File: src/rtl/fpu_div_pkg.sv
// Shared widths, divide-by-zero quotient and controller state encoding for the divider arbiter.
package fpu_div_pkg;

    localparam int MANT_W = 48;
    localparam int QUOT_W = 25;

    localparam logic [QUOT_W-1:0] DBZ_QUOT = 25'h1FFFFFF;

    typedef enum logic [2:0] {
        IDLE,
        ARM,
        START,
        WAIT_LO,
        WAIT_HI,
        RESP
    } state_t;

endpackage

File: src/rtl/rr_arbiter.sv
// Round-robin pick starting at last_grant+1; purely combinational, grant gated by i_advance.
module rr_arbiter #(
    parameter int NUM_REQ = 2,
    parameter int IDX_W   = (NUM_REQ > 1) ? $clog2(NUM_REQ) : 1
) (
    input  logic [NUM_REQ-1:0] i_req,
    input  logic [IDX_W-1:0]   i_last_grant,
    input  logic               i_advance,
    output logic [NUM_REQ-1:0] o_gnt,
    output logic [IDX_W-1:0]   o_gnt_idx
);

    logic w_found;

    // k walks the rotation order; j keeps every select index a constant.
    always_comb begin
        o_gnt     = '0;
        o_gnt_idx = '0;
        w_found   = 1'b0;
        for (int k = 1; k <= NUM_REQ; k++) begin
            for (int j = 0; j < NUM_REQ; j++) begin
                if (!w_found && i_req[j] && (((int'(i_last_grant) + k) % NUM_REQ) == j)) begin
                    w_found   = 1'b1;
                    o_gnt[j]  = i_advance;
                    o_gnt_idx = IDX_W'(j);
                end
            end
        end
    end

endmodule

File: src/rtl/fpu_div_arbiter.sv
// Shares one 48-bit mantissa divider among NUM_REQ requesters: accept, arm, start, wait done, respond.
// Response 52 cycles after accept (1 for divide-by-zero); optional watchdog via FPU_DIVARB_TIMEOUT_EN.
module fpu_div_arbiter
    import fpu_div_pkg::*;
#(
    parameter int NUM_REQ     = 2,
    parameter int TIMEOUT_CYC = 64
) (
    input  logic                        clk,
    input  logic                        rst,
    input  logic [NUM_REQ-1:0]          req_valid,
    output logic [NUM_REQ-1:0]          req_ready,
    input  logic [NUM_REQ*MANT_W-1:0]   req_dividend,
    input  logic [NUM_REQ*MANT_W-1:0]   req_divisor,
    output logic [NUM_REQ-1:0]          resp_valid,
    output logic [QUOT_W-1:0]           resp_quot,
    output logic                        resp_dbz,
    output logic                        resp_err,
    output logic                        div_en,
    output logic [MANT_W-1:0]           div_dividend,
    output logic [MANT_W-1:0]           div_divisor,
    input  logic                        div_done,
    input  logic [QUOT_W-1:0]           div_quot
);

    localparam int IDX_W = (NUM_REQ > 1) ? $clog2(NUM_REQ) : 1;

    if (NUM_REQ < 2 || NUM_REQ > 8 || TIMEOUT_CYC < 1 || TIMEOUT_CYC > 127) begin : g_param_check
        $error("fpu_div_arbiter: NUM_REQ or TIMEOUT_CYC out of range");
    end

    state_t               r_state;
    state_t               w_state_nxt;
    logic [IDX_W-1:0]     r_last_grant;
    logic [NUM_REQ-1:0]   r_gnt_oh;
    logic [MANT_W-1:0]    r_dividend;
    logic [MANT_W-1:0]    r_divisor;
    logic [QUOT_W-1:0]    r_quot;
    logic                 r_dbz;

    logic                 w_advance;
    logic                 w_accept;
    logic [NUM_REQ-1:0]   w_gnt;
    logic [IDX_W-1:0]     w_gnt_idx;
    logic [MANT_W-1:0]    w_sel_dividend;
    logic [MANT_W-1:0]    w_sel_divisor;
    logic                 w_waiting;
    logic                 w_timeout;

    // Accept only with the divider idle (done high), so a divider still counting after reset is never reused early.
    assign w_advance = (r_state == IDLE) && div_done && !rst;

    rr_arbiter #(
        .NUM_REQ (NUM_REQ),
        .IDX_W   (IDX_W)
    ) u_rr_arbiter (
        .i_req        (req_valid),
        .i_last_grant (r_last_grant),
        .i_advance    (w_advance),
        .o_gnt        (w_gnt),
        .o_gnt_idx    (w_gnt_idx)
    );

    assign w_accept  = |w_gnt;
    assign req_ready = w_gnt;

    always_comb begin
        w_sel_dividend = '0;
        w_sel_divisor  = '0;
        for (int i = 0; i < NUM_REQ; i++) begin
            if (w_gnt_idx == IDX_W'(i)) begin
                w_sel_dividend = req_dividend[i*MANT_W +: MANT_W];
                w_sel_divisor  = req_divisor[i*MANT_W +: MANT_W];
            end
        end
    end

    assign w_waiting = (r_state == WAIT_LO) || (r_state == WAIT_HI);

`ifdef FPU_DIVARB_TIMEOUT_EN
    logic [6:0] r_wdog;
    logic       r_err;

    // A done arriving on the limit cycle wins over the abort.
    assign w_timeout = w_waiting && (r_wdog == 7'(TIMEOUT_CYC - 1)) &&
                       !((r_state == WAIT_HI) && div_done);

    always_ff @(posedge clk) begin
        if (rst) begin
            r_wdog <= '0;
            r_err  <= 1'b0;
        end else begin
            r_wdog <= w_waiting ? r_wdog + 7'd1 : 7'd0;
            if (w_accept) begin
                r_err <= 1'b0;
            end else if (w_timeout) begin
                r_err <= 1'b1;
            end
        end
    end

    assign resp_err = r_err;
`else
    assign w_timeout = 1'b0;
    assign resp_err  = 1'b0;
`endif

    always_ff @(posedge clk) begin
        if (rst) begin
            r_state <= IDLE;
        end else begin
            r_state <= w_state_nxt;
        end
    end

    always_comb begin
        w_state_nxt = r_state;
        case (r_state)
            IDLE: begin
                if (w_accept) begin
                    w_state_nxt = (w_sel_divisor == '0) ? RESP : ARM;
                end
            end
            ARM:     w_state_nxt = START;
            START:   w_state_nxt = WAIT_LO;
            WAIT_LO: begin
                if (w_timeout) begin
                    w_state_nxt = RESP;
                end else if (!div_done) begin
                    w_state_nxt = WAIT_HI;
                end
            end
            WAIT_HI: begin
                if (div_done || w_timeout) begin
                    w_state_nxt = RESP;
                end
            end
            RESP:    w_state_nxt = IDLE;
            default: w_state_nxt = IDLE;
        endcase
    end

    always_ff @(posedge clk) begin
        if (rst) begin
            r_last_grant <= IDX_W'(NUM_REQ - 1);
            r_gnt_oh     <= '0;
            r_dividend   <= '0;
            r_divisor    <= '0;
            r_quot       <= '0;
            r_dbz        <= 1'b0;
        end else begin
            if (w_accept) begin
                r_last_grant <= w_gnt_idx;
                r_gnt_oh     <= w_gnt;
                r_dividend   <= w_sel_dividend;
                r_divisor    <= w_sel_divisor;
                r_dbz        <= (w_sel_divisor == '0);
                r_quot       <= (w_sel_divisor == '0) ? DBZ_QUOT : '0;
            end else if ((r_state == WAIT_HI) && div_done) begin
                r_quot <= div_quot;
            end else if (w_timeout) begin
                r_quot <= '0;
            end
        end
    end

    assign div_en       = (r_state == START) || w_waiting;
    assign div_dividend = r_dividend;
    assign div_divisor  = r_divisor;
    assign resp_valid   = (r_state == RESP) ? r_gnt_oh : '0;
    assign resp_quot    = r_quot;
    assign resp_dbz     = r_dbz;

endmodule

File: config.mk
export PLATFORM = sky130hd
export DESIGN_NAME = fpu_div_arbiter
export DESIGN_NICKNAME = d
export VERILOG_FILES = /design/src/rtl/fpu_div_pkg.sv /design/src/rtl/rr_arbiter.sv /design/src/rtl/fpu_div_arbiter.sv
export SDC_FILE = /design/constraint.sdc
export NUM_CORES = 1
export LEC_CHECK = 0
export CORE_AREA = 2 2 135 137
export CTS_CLUSTER_SIZE = 14
export DETAILED_ROUTE_END_ITERATION = 6
export DIE_AREA = 0 0 137 139
export PLACE_DENSITY = 0.77
export RECOVER_POWER = 50
export SLEW_MARGIN = 0
export SYNTH_ARGS = -nofsm -noshare
export SYNTH_HDL_FRONTEND = slang
export SYNTH_SLANG_ARGS = --single-unit
File: constraint.sdc
create_clock -name clk -period 1.9 [get_ports clk]
set_clock_uncertainty 0.05 [all_clocks]
set_input_delay 0.19 -clock clk [delete_from_list [all_inputs] [get_ports clk]]
set_output_delay 0.19 -clock clk [all_outputs]
set_load 0.005 [all_outputs]
; ---- Word level (Yosys, flattened, before mapping)
; Index checks and enable logic that the tools add are counted.
[totals]
regBits = 128
output_inout_bits = 128
[classes]
n_addsub = 2
n_eq_ne = 10
n_mux = 21
bitwise_logic = 2
n_reduce_logical = 23
[ops]
columns = cell, n
row1 = $mux W48, 2
row2 = $mux W25, 3
row3 = $logic_not A32 Y1, 2
row4 = $logic_not A48 Y1, 1
row5 = $pmux W3 S5, 1
row6 = $mux W3, 4
row7 = $logic_and A1 B1 Y1, 10
row8 = $mux W1, 10
row9 = $eq A3 B2 Y1 const B, 2
row10 = $eq A3 B3 Y1 const B, 2
row11 = $ne A2 B2 Y1 const B, 3
row12 = $eq A2 B2 Y1 const B, 2
row13 = $logic_not A1 Y1, 4
row14 = $eq A3 B1 Y1 const B, 1
row15 = $logic_not A3 Y1, 1
row16 = $reduce_and A3 Y1, 1
row17 = $add A1 B1 Y1 const B, 2
row18 = $and A1 B1 Y1 const A, 2
row19 = $logic_or A1 B1 Y1, 2
row20 = $mux W2, 1
row21 = $reduce_bool A2 Y1, 1
row22 = $reduce_or A2 Y1, 1

; ---- Depth between registers and ports, before layout
[depth]
word_depth = 22
ltp_mapped = 9
mapped_depth_nobuf = 6

; ---- Cells and area by module
; Synthesis repeated with hierarchy kept, for this count alone.
[hier_totals]
hier_cells = 623
area_unflattened_um2 = 5769.3
[by_module_without_submodules]
columns = module, instances, cells_per_inst, area_per_inst_um2
row1 = fpu_div_arbiter, 1, 618, 5739.3
row2 = rr_arbiter, 1, 5, 30.0

; ---- Least setup slack after synthesis
; Ideal clock, no wire load.
[synth_path]
path_kind = register -> register
startpoint = reg r_state[2]
endpoint = reg r_state[0]
setup_ns = 0.144
arrival_time_ns = 1.402
t_required_ns = 1.706
setup_slack_ns = 0.304
path_stages_with_launch = 10
period_less_slack_ns = 1.596
path_cell_list = dfxtp_1 clkbuf_2 nor2_1 and3_1 and2b_1 buf_4 buf_8 buf_6 o21bai_1 a21oi_1
[synth_via]
elab_chain_cells = 8
[synth_rtl]
columns = item, line
row1 = "start, declared", fpu_div_arbiter.sv:32  ; state_t r_state;
row2 = "start signal, assigned", fpu_div_arbiter.sv:112  ; r_state <= w_state_nxt;
row3 = $logic_not A3 Y1, "fpu_div_arbiter.sv:51, fpu_div_arbiter.sv:118"
row4 = $logic_and A1 B1 Y1 (2 in a row), fpu_div_arbiter.sv:51  ; assign w_advance = (r_state == IDLE) && div_done && !rst;
row5 = $mux W1 (2 in a row), rr_arbiter.sv:22  ; if (!w_found && i_req[j] && (((int'(i_last_grant) + k) % NUM_REQ) == j)) begin
row6 = $reduce_or A2 Y1, fpu_div_arbiter.sv:64  ; assign w_accept = |w_gnt;
row7 = $ne A2 B2 Y1 (no line), -
row8 = $reduce_and A3 Y1 (no line), -
; Several ways; a longest one is shown, not always the timed one.
; A chain may end at the register's enable or synchronous reset.

; ---- Worst setup path after layout
[layout_path]
startpoint = in req_divisor[40]
endpoint = reg r_state[2]
[layout_via]
elab_chain_cells = 5
[layout_rtl]
columns = item, line
row1 = "start, declared", fpu_div_arbiter.sv:14  ; input logic [NUM_REQ*MANT_W-1:0] req_divisor,
row2 = $mux W48, fpu_div_arbiter.sv:71  ; if (w_gnt_idx == IDX_W'(i)) begin
row3 = $logic_not A48 Y1, fpu_div_arbiter.sv:121  ; w_state_nxt = (w_sel_divisor == '0) ? RESP : ARM;
row4 = $mux W3, fpu_div_arbiter.sv:121
row5 = $mux W3, fpu_div_arbiter.sv:120  ; if (w_accept) begin
row6 = $pmux W3 S5, fpu_div_arbiter.sv:118  ; case (r_state)
; Every way passes these cells. The select of a mux whose other input is x is not followed.

==> key figures <==
Routing
  • Vias per inst: 4.983
  • Drt initial violations: 219
  • WL final: 21710 µm
  • Detailed-route via count: 6548
  • 1st-pass router iterations: 4
  • Routed len/inst: 16.52 µm
  • Post-route ant nets: 0
  • # DRC: 0

Timing
  • Slew Viols, Final: 0
  • Final hold vios: 0
  • Worst-Margin Slew: 0.6660 ns
  • Min Clock Period, post-route: 1.809 ns
  • Fin Hold WS: 0.2812 ns
  • Worst setup margin: 0.09119 ns
  • RSZ-0062 raised after global routing: false
  • Part of the cycle the worst path needs: 95.20%
  • Fmax: 552.8 MHz
  • Slew headroom: 55.60%
  • Final setup vio count: 0

CTS
  • CTS tree: done
  • Max Root-Sink Buffers: 2
  • Clock transition at path regs: 0.06 ns
  • Clock sinks: 128
  • H-tree Lvls: 4
  • Later-pin clock latency in the skew report: 0.41 ns
  • Post-CTS Hold Buffers: 0
  • TritonCTS buffer count: 17
  • Root buf cell: clkbuf_16

Final layout
  • Final Cell Area: 0.01062 mm²
  • Multi-input logic area: 0.002968 mm²
  • Fill count: 1549
  • Non-filler cells in the finished layout: 1314
  • Area growth from synthesis to layout: 81.23%
  • Diode count: 0
  • Seq. cell area: 0.002562 mm²
  • Final Net Count: 1294
  • Share of cells above drive strength 1: 15.02%

Yosys
  • Synthesized area: 0.005858 mm²
  • Yosys warnings: 0
  • Sequential area share after synthesis: 43.74%
  • Synthesized instance count: 700
  • Distinct cells, synth: 34
  • #FFs+latches synth: 128
  • Avg Cell Area, Syn: 8.369 µm²
  • Syn_nets: 922

Die
  • Die Ht: 139 µm
  • Cell Rows: 49
  • Die width: 137 µm
  • Top Ports: 350
  • Die area: 0.01904 mm²
  • Core region area: 0.01766 mm²
  • Initial Util: 33.18%

Critical path
  • Worst Path Required: 2.19 ns
  • Critical Path AT: 2.10 ns
  • CP Cell Sequence: clkdlybuf4s50_1 > nor4_2 > buf_4 > nand4_1 > nor3_1 > o22a_1 > o21ai_2 > buf_12 > a21oi_1
  • Worst setup EP type: flip-flop
  • CP Launch Type: input port
  • Critical path type: in -> reg
  • Crit path largest cell delay: 0.44 ns
  • Largest fanout on the critical path: 26
  • CP max-delay cell: clkdlybuf4s50_1

Placed design
  • Placement Cell Area: 0.009968 mm²
  • Final Wtd Congestion: 0.8724
  • DPL Wire Length: 16140 µm
  • Pre-CTS setup slack: -0.3902 ns
  • PortBufs: 348
  • Placed Cells: 1282

Global routing
  • Gr usage total: 22.12%
  • First-pass GRT wire length: 33150 µm
  • Met2 Usage GRT: 38.28%
  • Vias in the first global route: 6286
  • Largest net degree at the start of global routing: 102
  • Met3 usage: 6.433%
  • Busiest layer in global routing: met2
  • Grt met1 use: 25.15%
  • Initial antenna violation count: 0
  • Grt ovf: 0

Worst hold path
  • HP Class: in -> reg

Status
  • Status: complete, no violations

Pwr
  • Leak pwr: 4.277 nW
  • Peak VDD IR: 0.0005741 V
  • Power Density: 818.0 mW/mm²

Flow run
  • Maxcap violations: 0
[synthesized netlist by cell type]
cell type	number	share of area, %
buf_6	10	1.9
a311oi_1	45	6.7
o211a_1	1	0.17
dfxtp_1	128	44
o21ai_2	1	0.15
buf_2	11	0.94
o21bai_1	1	0.13
conb_1	1	0.064
o22ai_1	25	2.7
nor2b_1	2	0.21
and3_1	1	0.11
inv_1	2	0.13
nand3_1	1	0.085
o22a_1	1	0.15
nor2_1	125	8.0
nor3_1	4	0.34
buf_8	1	0.26
a31o_2	1	0.15
a21oi_1	3	0.26
clkbuf_1	32	2.1
clkbuf_2	1	0.085
a311oi_2	51	13
nand2_1	205	13
and2b_1	1	0.13
nor2_2	1	0.11
nand4_1	4	0.43
nand3b_1	1	0.13
nor4_1	24	2.6
a2111oi_0	1	0.15
o21ai_0	2	0.17
mux2_2	1	0.19
buf_4	8	1.0
and2_1	2	0.21
and4b_1	2	0.34
[through the flow]
stage          TNS (ns)  utilization (%)  total power [W]
3_5_place_dp     -11.03            56.46         0.005388
4_1_cts               0            60.01         0.008856
6_report              0            60.13         0.008684
3_3_place_gp     -10.56            56.46         0.005349
2_1_floorplan         0                -         0.004056
5_1_grt               0            60.13         0.009069
[critical path, delay by kind of cell]
| kind | cells | cell delay [ns] |
|---|---|---|
| buffers and inverters | 3 | 0.78 |
| AND/OR/NAND/NOR | 3 | 0.68 |
| AO/OA/AOI/OAI | 3 | 0.45 |
[layout by cell type, fill, tap and decap left out, types with 2 or more instances in the layout]
cell	count
nor4_1	20
dfxtp_1	128
dlygate4sd3_1	121
nor2b_1	2
nor3_1	4
nor4_2	4
a21oi_1	3
inv_6	2
nand2_1	204
clkdlybuf4s50_1	221
clkbuf_8	3
clkinvlp_4	4
nand4_1	4
nor2_1	125
inv_1	2
dlygate4sd2_1	5
buf_4	53
clkinv_2	2
bufinv_16	3
a311oi_2	51
buf_12	15
o21ai_0	2
o22ai_1	25
a311oi_1	45
and4b_1	2
clkbuf_16	17
[where the power goes]
| group | switching (W) | leakage, nW | total, W | internal [W] |
|---|---|---|---|---|
| combinational | 0.000922 | 2.93 | 0.00216 | 0.00123 |
| clock | 0.00127 | 0.295 | 0.00345 | 0.00217 |
| sequential | 0.000130 | 1.05 | 0.00308 | 0.00295 |
[cell type report]
class | count | share of cell area, %
well taps | 229 | 2.699
inverters | 2 | 0.07071
repair buffers | 416 | 39.27
flip-flops and latches | 128 | 24.14
clock inverters | 12 | 1.473
multi-input cells | 507 | 27.96
clock buffers | 20 | 4.396
[metal layers]
layer / routed length, µm / vias to the layer above
li1: - / 3248
met1: 8510 / 3006
met2: 10840 / 254
met3: 1740 / 40
met4: 620 / 0
met5: 0 / -
[cell families after synthesis]
logic type | Yosys count | synth area share, %
AOI/OAI and AO/OA | 132 | 23.79
buffers and inverters | 65 | 6.408
DFF | 128 | 43.74
muxes | 1 | 0.1922
other | 1 | 0.06401
and+or+nand+nor | 373 | 25.80
[state kept, by name, summed over array words and instances (netlist names)]
register and cells:
r_state 3, r_gnt_oh 2, div_divisor 48, r_last_grant 1
resp_quot 25, div_dividend 48, resp_dbz 1
[repair_timing]
action                                 4_1_cts  5_1_grt
endpoints found under the hold margin        0        0
setup endpoints to repair                    3       26
setup buffers                                0        0
cloned                                       0        0
resized for setup                            8        4
[worst paths after layout]
kind,from,endpoint,slack (ns),depth (start not counted)
max reg2reg,r_state[0],div_dividend[26],0.18,6
min reg2reg,r_last_grant,r_last_grant,0.40,2
max,req_divisor[40],r_state[2],0.09,9
min,rst,r_state[0],0.28,3
No activity file was read; power rests on OpenSTA's default activity.
